**src/rtl/fft_pkg.sv**
```systemverilog
// fft_pkg: shared constants, sample type and bit-reversal helper for the FFT blocks
package fft_pkg;

    localparam int FFT_N   = 4;
    localparam int FFT_W   = 16;
    localparam int FFT_LEN = 1 << FFT_N;

    typedef struct packed {
        logic signed [FFT_W-1:0] re;
        logic signed [FFT_W-1:0] im;
    } sample_t;

    function automatic int unsigned bitrev(input int unsigned x, input int n);
        int unsigned r;
        r = 0;
        for (int i = 0; i < n; i++) r = r | (((x >> (n - 1 - i)) & 32'd1) << i);
        return r;
    endfunction

endpackage

```
**src/rtl/fft_pingpong_ram.sv**
```systemverilog
// fft_pingpong_ram: two-bank simple dual-port RAM with a registered read port
module fft_pingpong_ram #(
    parameter int N  = 4,
    parameter int DW = 32
) (
    input  logic          clk,
    input  logic          rst,
    input  logic          we_i,
    input  logic          wbank_i,
    input  logic [N-1:0]  waddr_i,
    input  logic [DW-1:0] wdata_i,
    input  logic          re_i,
    input  logic          rbank_i,
    input  logic [N-1:0]  raddr_i,
    output logic [DW-1:0] rdata_o
);

    logic [DW-1:0] mem_q [2**(N+1)];
    logic [DW-1:0] rdata_q;

    // write port; contents are don't-care after reset so the array is never cleared
    always_ff @(posedge clk) begin
        if (we_i) mem_q[{wbank_i, waddr_i}] <= wdata_i;
    end

    // read register doubles as the output data register, so it is cleared on reset
    always_ff @(posedge clk) begin
        if (rst) rdata_q <= '0;
        else if (re_i) rdata_q <= mem_q[{rbank_i, raddr_i}];
    end

    assign rdata_o = rdata_q;

endmodule

```
**src/rtl/fft_out_reorder.sv**
```systemverilog
// fft_out_reorder: buffer bit-reversed FFT frames and stream them out in natural order
module fft_out_reorder
    import fft_pkg::*;
#(
    parameter int N = FFT_N,
    parameter int W = FFT_W
) (
    input  logic         clk,
    input  logic         rst,
    input  logic         in_valid,
    output logic         in_ready,
    input  logic [W-1:0] in_re,
    input  logic [W-1:0] in_im,
    output logic         out_valid,
    input  logic         out_ready,
    output logic [W-1:0] out_re,
    output logic [W-1:0] out_im,
    output logic [N-1:0] out_idx,
    output logic         out_last
);

    logic [N-1:0]   wr_cnt_q, rd_cnt_q, out_idx_q, wr_addr;
    logic           wr_bank_q, rd_bank_q, out_valid_q, out_last_q;
    logic [1:0]     full_q, full_d;
    logic [2*W-1:0] rd_data;
    logic           acc, load, wr_done, rd_done;

    assign in_ready = !full_q[wr_bank_q];
    assign acc      = in_valid && in_ready;
    assign load     = full_q[rd_bank_q] && (!out_valid_q || out_ready);
    assign wr_done  = acc && (&wr_cnt_q);
    assign rd_done  = load && (&rd_cnt_q);
    assign wr_addr  = N'(bitrev(32'(wr_cnt_q), N));

    // a bank is marked full by the writer's last sample and freed when its last bin is loaded
    always_comb begin
        full_d = full_q;
        if (wr_done) full_d[wr_bank_q] = 1'b1;
        if (rd_done) full_d[rd_bank_q] = 1'b0;
    end

    // counters, bank pointers and the registered output handshake
    always_ff @(posedge clk) begin
        if (rst) begin
            wr_cnt_q    <= '0;
            rd_cnt_q    <= '0;
            wr_bank_q   <= 1'b0;
            rd_bank_q   <= 1'b0;
            full_q      <= '0;
            out_valid_q <= 1'b0;
            out_idx_q   <= '0;
            out_last_q  <= 1'b0;
        end else begin
            full_q <= full_d;
            if (acc) begin
                wr_cnt_q <= wr_cnt_q + 1'b1;
                if (&wr_cnt_q) wr_bank_q <= !wr_bank_q;
            end
            if (load) begin
                rd_cnt_q    <= rd_cnt_q + 1'b1;
                out_idx_q   <= rd_cnt_q;
                out_last_q  <= &rd_cnt_q;
                out_valid_q <= 1'b1;
                if (&rd_cnt_q) rd_bank_q <= !rd_bank_q;
            end else if (out_ready) begin
                out_valid_q <= 1'b0;
            end
        end
    end

    fft_pingpong_ram #(.N(N), .DW(2*W)) u_ram (
        .clk     (clk),
        .rst     (rst),
        .we_i    (acc),
        .wbank_i (wr_bank_q),
        .waddr_i (wr_addr),
        .wdata_i ({in_re, in_im}),
        .re_i    (load),
        .rbank_i (rd_bank_q),
        .raddr_i (rd_cnt_q),
        .rdata_o (rd_data)
    );

    assign out_valid = out_valid_q;
    assign out_idx   = out_idx_q;
    assign out_last  = out_last_q;
    assign out_re    = rd_data[2*W-1:W];
    assign out_im    = rd_data[W-1:0];

endmodule

```
**config.mk**
```make
export PLATFORM = sky130hd
export DESIGN_NAME = fft_out_reorder
export DESIGN_NICKNAME = d
export VERILOG_FILES = /design/src/rtl/fft_pkg.sv /design/src/rtl/fft_pingpong_ram.sv /design/src/rtl/fft_out_reorder.sv
export SDC_FILE = /design/constraint.sdc
export NUM_CORES = 1
export LEC_CHECK = 0
export CAP_MARGIN = 20
export CORE_ASPECT_RATIO = 0.8
export CORE_UTILIZATION = 54
export CTS_BUF_LIST = sky130_fd_sc_hd__clkbuf_4 sky130_fd_sc_hd__clkbuf_8
export DETAILED_ROUTE_END_ITERATION = 10
export PLACE_DENSITY = 0.73
export SETUP_SLACK_MARGIN = 0.4
export SLEW_MARGIN = 15
export SYNTH_ARGS = -nofsm -noshare
export SYNTH_HDL_FRONTEND = slang
export SYNTH_SLANG_ARGS = --single-unit
```
**constraint.sdc**
```tcl
create_clock -name clk -period 3.9 [get_ports clk]
set_input_delay 0.78 -clock clk [delete_from_list [all_inputs] [get_ports clk]]
set_output_delay 0.78 -clock clk [all_outputs]
set_load 0.02 [all_outputs]
```
After elaboration in Yosys (flattened, before gate mapping)
Memory sizes are Yosys's and may differ from the RTL's. A register that Yosys moved wholly into a read port is not among the register bits.
Cells that the tools add are included.
W data, S select, Z words.
Operators by class
  multiply operators: 0
  mux-type cells: 14
  shift operators: 0
  magnitude comparators: 4
  div/mod/pow operators: 0
  reduce and logical (&&, ||, !) cells: 16
  equality and inequality tests: 0
  $add $sub $neg: 2
  bitwise gates (word level): 6
Operators by type and width (count)
  $mux W1: 10
  $reduce_and A5 Y1: 2
  $add A4 B1 Y4 const B: 2
  $reduce_and A4 Y1: 2
  $logic_and A1 B1 Y1: 6
  $logic_not A1 Y1: 4
  $lt A1 B2 Y1 const B: 2
  $mux W2: 2
  $or A3 B4 Y4: 1
  $or A2 B3 Y3: 1
  $and A2 B2 Y2: 1
  $demux W1 S1: 2
  $ge A1 B1 Y1 const B: 2
  $not A2 Y2: 1
  $or A1 B2 Y2: 1
  $or A2 B2 Y2: 1
  $reduce_bool A2 Y1: 1
  $logic_or A1 B1 Y1: 1
Word-level totals
  input bits: 36
  word-level logic and storage cells: 51
  bits in registers: 18
  memories kept: 1
  latch bits: 0
  output and inout port bits: 39
  memory bits (read-only): 0
  RAM bits: 1024
Memories
  u_ram.mem_q: depth 32, bits a word 32, rd ports 1, clocked after memory_dff 1, wr ports 1, RTL line fft_pingpong_ram.sv:18  | logic [DW-1:0] mem_q [2**(N+1)];

Depth between registers and ports, before layout
  word-level depth: 8
  gate-level depth with buffers: 9
  gate-level depth less buffers: 4

Hierarchy
From an unflattened synthesis, not the netlist that was laid out.
Unflattened totals
  cells, all modules: 2330
  area, all modules: 41541.1 µm²
Modules (own cells, without submodules)
  fft_pingpong_ram: sequential area each 31390.1 µm², instances 1, cells each 2238, area an instance 40740.3 µm²
  fft_out_reorder: sequential area each 360.3 µm², instances 1, cells each 92, area an instance 800.8 µm²

Worst setup path after synthesis
OpenSTA, ideal clock, no wires.
  path kind: register to register
  start point: reg wr_bank_q
  end point: mem u_ram.mem_q[12][0], enable pin
  stages on the path, launching flop included: 8
  arrival: 4.168 ns
  buffers on the path: 3
  setup time: 0.461 ns
  required time: 3.439 ns
  setup slack: -0.729 ns
  period minus slack after synthesis: 4.629 ns
  cells stage by stage: dfxtp_1 clkbuf_1 mux2i_1 and2_1 buf_2 or3b_1 buf_2 nor3_1
On the way
  longest elaborated chain between the ends: 6
RTL lines
  start: declaration: RTL line fft_out_reorder.sv:23  | logic wr_bank_q, rd_bank_q, out_valid_q, out_last_q;
  start signal: assignment: RTL line fft_out_reorder.sv:57  | if (&wr_cnt_q) wr_bank_q <= !wr_bank_q;
  $mux W1 (not written as such) (2 in series): RTL line fft_out_reorder.sv:28  | assign in_ready = !full_q[wr_bank_q];
  $logic_not A1 Y1: RTL line fft_out_reorder.sv:28
  net in_ready: RTL line fft_out_reorder.sv:11  | output logic in_ready,
  $logic_and A1 B1 Y1: RTL line fft_out_reorder.sv:29  | assign acc = in_valid && in_ready;
  $mux W1: RTL line fft_pingpong_ram.sv:23  | if (we_i) mem_q[{wbank_i, waddr_i}] <= wdata_i;
  $mux W1 (not written as such): RTL line fft_pingpong_ram.sv:23
  end: declaration: RTL line fft_pingpong_ram.sv:18
The timed path passes the listed nets, and every way through them passes these cells. The select of a mux whose other input is x is not followed.

Final worst setup path
  start point: reg wr_bank_q
  end point: out in_ready
On the way
  longest elaborated chain between the ends: 3
RTL lines (RTL line)
  $mux W1 (not written as such) (2 in series): fft_out_reorder.sv:28
  $logic_not A1 Y1: fft_out_reorder.sv:28
  end: declaration: fft_out_reorder.sv:11
No other way between the ends. The select of a mux whose other input is x is not followed.

==> reports/qor.txt <==
Worst R2R Path Depth - 5
Yosys top cell area share - 75.3%
Core area - 74,300 sq um
Cell count after placement - 2,942
Async SR Flop Fraction - 0%
CTS tree - done
DRC errors left - 0
Register area - 31,800 sq um
Pwr Total - 22.5 mW
Number of buffers created by CTS - 158
Top FF cell, synth - edfxtp_1
Average wire per standard cell - 29.1 microns
Status - finished, final reports clean
Maximum clock insertion buffer count - 3
Setup TNS - 0 ns
Row Count - 89
Worst-path fanout max - 5
WS Path Type - reg -> out
Synth Area per Inst - 21.8 sq um
Worst Hold Class - reg -> reg
Via density - 6.29
Top delay family on crit path - buffers and inverters
CTS root buf - clkbuf_8
WL final - 94,200 microns
EDFF count, synth - 1,024
Synth warn - 0
Filler instances - 4,840
H-tree levels - 4
Sink Count - 1,074
Postcts setup bufs - 0
Largest net degree at the start of global routing - 67
Count leader, synth - edfxtp_1
Slew Limit Fails - 0
Final Hold Fails - 0
DP HPWL - 55,100 microns
Power per cell area - 480 nW/um^2
PortBufs - 74
Dpl cell area - 43,600 sq um
Clock Skews - 0.0347 ns
Final std cells w/o fill - 3,239
Ranking of synthesized cells by area - edfxtp_1 (75%), mux4_2 (8.8%), mux2i_1 (3.3%)
Vias in the first global route - 20.8k
Crit end category - primary output
# hold bufs at CTS - 0
Sequential fraction of the synthesis area - 77.8%
Top post-synthesis cells by count - edfxtp_1 (1,024), mux4_2 (160), mux2i_1 (136)
Critical path depth - 2
RSZ-0062 raised after global routing - no
Gpl congestion - 0.826
Global-route wire length before repair - 138,000 microns
Final instance area - 46,900 sq um
CP bufs+invs - 1
Unique cell type count in the Yosys netlist - 44
Clock Pin Slew Worst Setup and Hold Paths - 0.07 ns
Layout cells sized above 1 - 26.4%
Die width - 309 microns
Fin crit period - 2.99 ns
Startpoint Class - register
Initial Util - 55.0%
Critical Path, Cell by Cell - mux2i_1 > clkdlybuf4s50_1
Synth Cell Area - 40,800 sq um
Crit-path max cell delay - 0.69 ns
Synthesized instance count - 1,874
Max Freq - 335 MHz
Die area - 76,700 sq um
Antenna cell count - 0
Final #Nets - 2,143
Leak pwr - 14.5 nW
P&R area growth vs syn - 15.0%
Slew headroom - 24.3%
Via count - 20.4k
I/O pin count - 75
Max_cap viols - 0
Seq cells post-synth - 1,074
DRC marker count from the first detailed-route iteration - 2,551
Detailed Routing Iterations Pass 1 - 7
Worst Tran Pin Value - 1.13 ns
Peak supply drop - 0.403 mV
Multi-input gate area in the final layout - 8660 sq um
WP data arrival - 2.21 ns
Chip height - 248 microns
WHS - 0.498 ns
Synth area leader - edfxtp_1
GR Util All Layers - 25.4%
Initial antenna violation count - 2
Hold Path Depth - 2
Endpoints failing setup - 0
Worst skew pair latency - 0.82 ns
Final ANT Viol Nets - 0
Period utilization - 76.6%
Grt ovf - 0
Post-Syn Nets - 1,912
Post-CTS Resized - 0
Slowest cell on crit path - clkdlybuf4s50_1
Critical Path RT - 3.12 ns
layout make-up:
type,instances,area share (%)
sequential,1074,67.7
multi-input combinational,684,18.5
clock buffer,241,6.24
timing repair buffer,186,4.09
tap,1001,2.67
clock inverter,52,0.853
inverter,1,0.00800
metal layers:
layer / up-vias / share of wire (%) / track usage (%) / wire (microns)
met2: 1067 / 49 / 40.6 / 45800
met1: 10700 / 40 / 35.3 / 37900
li1: 8476 / - / - / -
met3: 153 / 8.1 / 4.35 / 7610
met4: 0 / 3.0 / 9.81 / 2820
met5: - / 0 / 0 / 0
path summary, 6_finish.rpt:
check | start | endpoint | slack [ns]
max | wr_bank_q | in_ready | 0.91
min | out_last | out_last | 0.50
max reg2reg | rd_cnt_q[0] | u_ram.rdata_o[4] | 0.97
min reg2reg | out_last | out_last | 0.50
state kept, by name, indices dropped and copies added (netlist names):
register,flops
full_q,2
rd_cnt_q,4
out_valid,1
wr_bank_q,1
wr_cnt_q,4
out_last,1
out_idx,4
rd_bank_q,1
u_ram.mem_q,1024
u_ram.rdata_o,32
tightest hold or removal path, stage by stage (launching register included):
cell and delay, ns:
dfxtp_1 0.31, o21ai_0 0.07, a21oi_1 0.07
where the power goes:
part,switching (mW),internal (mW)
logic,0.333,0.148
registers,0.0208,12.7
clock network,4.19,5.15
total,4.55,18.0
layout by cell type (no fill, tap or decap), types with 32 or more instances in the layout:
master,Yosys,routed
buf_4,11,83
a22oi_1,33,33
a32o_1,32,32
o22a_1,32,32
nand4_1,34,34
edfxtp_1,1024,1024
mux4_2,160,160
dfxtp_1,50,46
nand2_1,35,35
mux2i_1,136,136
clkbuf_4,0,62
clkbuf_8,0,179
clkdlybuf4s50_1,0,73
mux4_1,33,33
metrics by stage:
stage,setup slack [ns],util (%)
global route,0.812,63.2
floorplan,0.165,-
detailed placement,0.442,58.6
CTS,0.835,63.1
global placement,0.493,58.6
finish,0.911,63.2
cells by family (layout without fill, tap and decap cells):
family | count (synthesis) | count (layout) | synth area share (%)
buffers and inverters | 116 | 480 | 1.71
adder cells (fa/ha/maj) | 2 | 2 | 0.0613
AND/OR/NAND/NOR | 148 | 148 | 1.78
flip-flops | 1074 | 1074 | 77.8
multiplexers | 330 | 330 | 14.3
AO/OA/AOI/OAI | 196 | 196 | 4.18
XOR/XNOR | 8 | 8 | 0.172
(Power assumes the default switching activity.)
==> variant, RTL diff (same flow settings) <==
Make the reset (`rst`) asynchronous in 2 clocked blocks.
--- a/src/rtl/fft_pingpong_ram.sv
+++ b/src/rtl/fft_pingpong_ram.sv
@@ -25,5 +25,5 @@
 
     // read register doubles as the output data register, so it is cleared on reset
-    always_ff @(posedge clk) begin
+    always_ff @(posedge clk or posedge rst) begin
         if (rst) rdata_q <= '0;
         else if (re_i) rdata_q <= mem_q[{rbank_i, raddr_i}];
--- a/src/rtl/fft_out_reorder.sv
+++ b/src/rtl/fft_out_reorder.sv
@@ -41,5 +41,5 @@
 
     // counters, bank pointers and the registered output handshake
-    always_ff @(posedge clk) begin
+    always_ff @(posedge clk or posedge rst) begin
         if (rst) begin
             wr_cnt_q    <= '0;
Behaviour: no difference found for any inputs over 4 cycles, from zero or initial values and one cycle with rst high; that may be too few to reach the edited logic, so the function may still have changed.
==> variant against the unedited design <==
  * Sequential cell count unchanged
  * Final cell count rose by 1.4%
  * Wire length is 0.48% higher
  * Area after synthesis increased by 1.2%
  * Clock skew increased by 0.0071 ns
  * Global-route usage shrank 0.56 points
  * Worst hold slack worse by 0.14 ns
  * Final area is 0.41% higher
  * Worst setup slack worse by 0.065 ns
  * Non-clock buffer count down 3
  * Synthesized cell count increased by 2.8%
  * Critical path type unchanged
  * Register-to-register slack worse by 0.02 ns
Power is not compared: it rests on default switching activity, and its combinational part moved more than twofold at a synthesized area within 25%.
==> variant: results (changes against the unedited design) <==
vias: 20400  # +0.21%
status: "finished clean"
synth_compound_area_frac: 0.0354  # -0.00637
yosys-top-cells-count: "edfxtp_1 (1024), mux2_2 (196), mux4_2 (157), nand2_1 (73), mux2i_1 (65)"
cp_max_fo: 4  # -1
relSlewSlack: 0.271  # +0.0274
post_synth_xor_area_fraction: 0.00170  # -0.0000201
largest_reg_flops: 1024  # unchanged
synthAdderAreaFrac: 0.000606  # -0.00000719
ys_top_cells_by_area: "edfxtp_1 (74%), mux4_2 (8.6%), mux2_2 (5.3%)"
clock-root-buffer: "clkbuf_8"
synth-edff-count: 1024  # unchanged
gr-usage-all-layers: 0.248  # -0.00561
yosysWarnings: 0  # unchanged
dpl.hpwl_mm: 58.9  # +6.8%
routedWlPerCell_um: 28.8  # -0.87%
post-place-ws_ns: 0.621  # +0.179 ns
clkSlewWorstSetupHoldPaths_ns: 0.07  # about the same
regMostFlops: "u_ram.mem_q"
first_global_vias: 20700  # -0.69%
synth-main-ff-cell: "edfxtp_1"
dp_cells: 3004  # +2.1%
grt_pass1_wl_mm: 139  # +0.79%
post_cts_buffers: 0  # unchanged
yosys-mux-area-fraction: 0.157  # +0.0139
gp_congestion: 0.879  # +6.4%
ys_types: 40  # -9.1%
antenna_found_initial: 3  # +1
ys_seq_area_frac: 0.775  # -0.00306
fin_worst_skew_ns: 0.0418  # +0.00709 ns
drt_iter0_drc: 2385  # -6.5%
min-delay-path-class: "input port to asynchronous set/reset pin"
cts_resized: 0  # unchanged
synth_cells: 1926  # +2.8%
syn-num-nets: 1964  # +2.7%
drive_gt1_frac: 0.332  # +0.0685
stdcell_count: 3283  # +1.4%
nets: 2189  # +2.1%
numCtsBuffers: 157  # -0.63%
async_reset_ff_frac: 0.0466  # +0.0466
drtPass1Iterations: 8  # +1
## variant: cell types whose count changed after synthesis, sizes merged, moves of 32 or more
cell | unedited run | this run
mux2i | 136 | 65
a32o | 32 | 0
mux2 | 1 | 197
dfrtp | 0 | 50
dfxtp | 50 | 0
mux4 | 193 | 160
o2111ai | 0 | 63
nand2 | 35 | 73
a222oi | 0 | 32
## variant: worst paths after layout
path	cells after the start	from	slack, ns	to
setup / recovery	2	full_q[1]	0.85	in_ready
hold / removal	2	rst	0.35	out_idx[2]
setup reg to reg	5	rd_cnt_q[0]	0.95	u_ram.rdata_o[4]
hold reg to reg	1	out_idx[2]	0.52	out_idx[2]
max in group asynchronous	4	rst	2.50	u_ram.rdata_o[21]
min in group clk	1	out_idx[2]	0.52	out_idx[2]
## variant: cell type report
class                      count  area [sq um]
sequential                  1074         32000
fill                        4960         28400
multi-input combinational    731          8930
clock buffer                 221          2710
timing repair buffer         183          1880
tap                         1012          1270
clock inverter                57           314
inverter                       4          15.0
antenna                        1          2.50
## variant: report_power, final
part,total [W],internal [W],switching (W),leakage (nW)
Sequential,0.0142,0.0135,0.000736,9.79
Clock,0.00870,0.00455,0.00415,1.59
Combinational,0.00894,0.00389,0.00505,3.66
Total,0.0319,0.0219,0.00994,15.0
## variant: layer usage
layer,part of all wire,up-vias,GRT usage
met5,0,-,0
li1,-,8542,-
met3,0.12,113,0.0845
met1,0.43,10700,0.376
met4,0.018,0,0.0781
met2,0.44,1081,0.340
## variant: cell families after synthesis
family                   after synthesis
buffers and inverters                121
XOR/XNOR                               8
flip-flops                          1074
multiplexers                         422
adder cells (fa/ha/maj)                2
AND/OR/NAND/NOR                      136
AO/OA/AOI/OAI                        163
## variant: worst max-delay path, stage by stage, from the launching register on
cell	delay, ns
dfrtp_1	0.44
mux2i_1	0.34
clkdlybuf4s50_1	0.70
## variant: metrics by stage
step                      instance area (sq um)  total power [W]
after floorplan                           41300           0.0199
after global placement                    44100           0.0232
after detailed placement                  44100           0.0233
after CTS                                 47100           0.0320
after global routing                      47100           0.0330
final                                     47100           0.0319
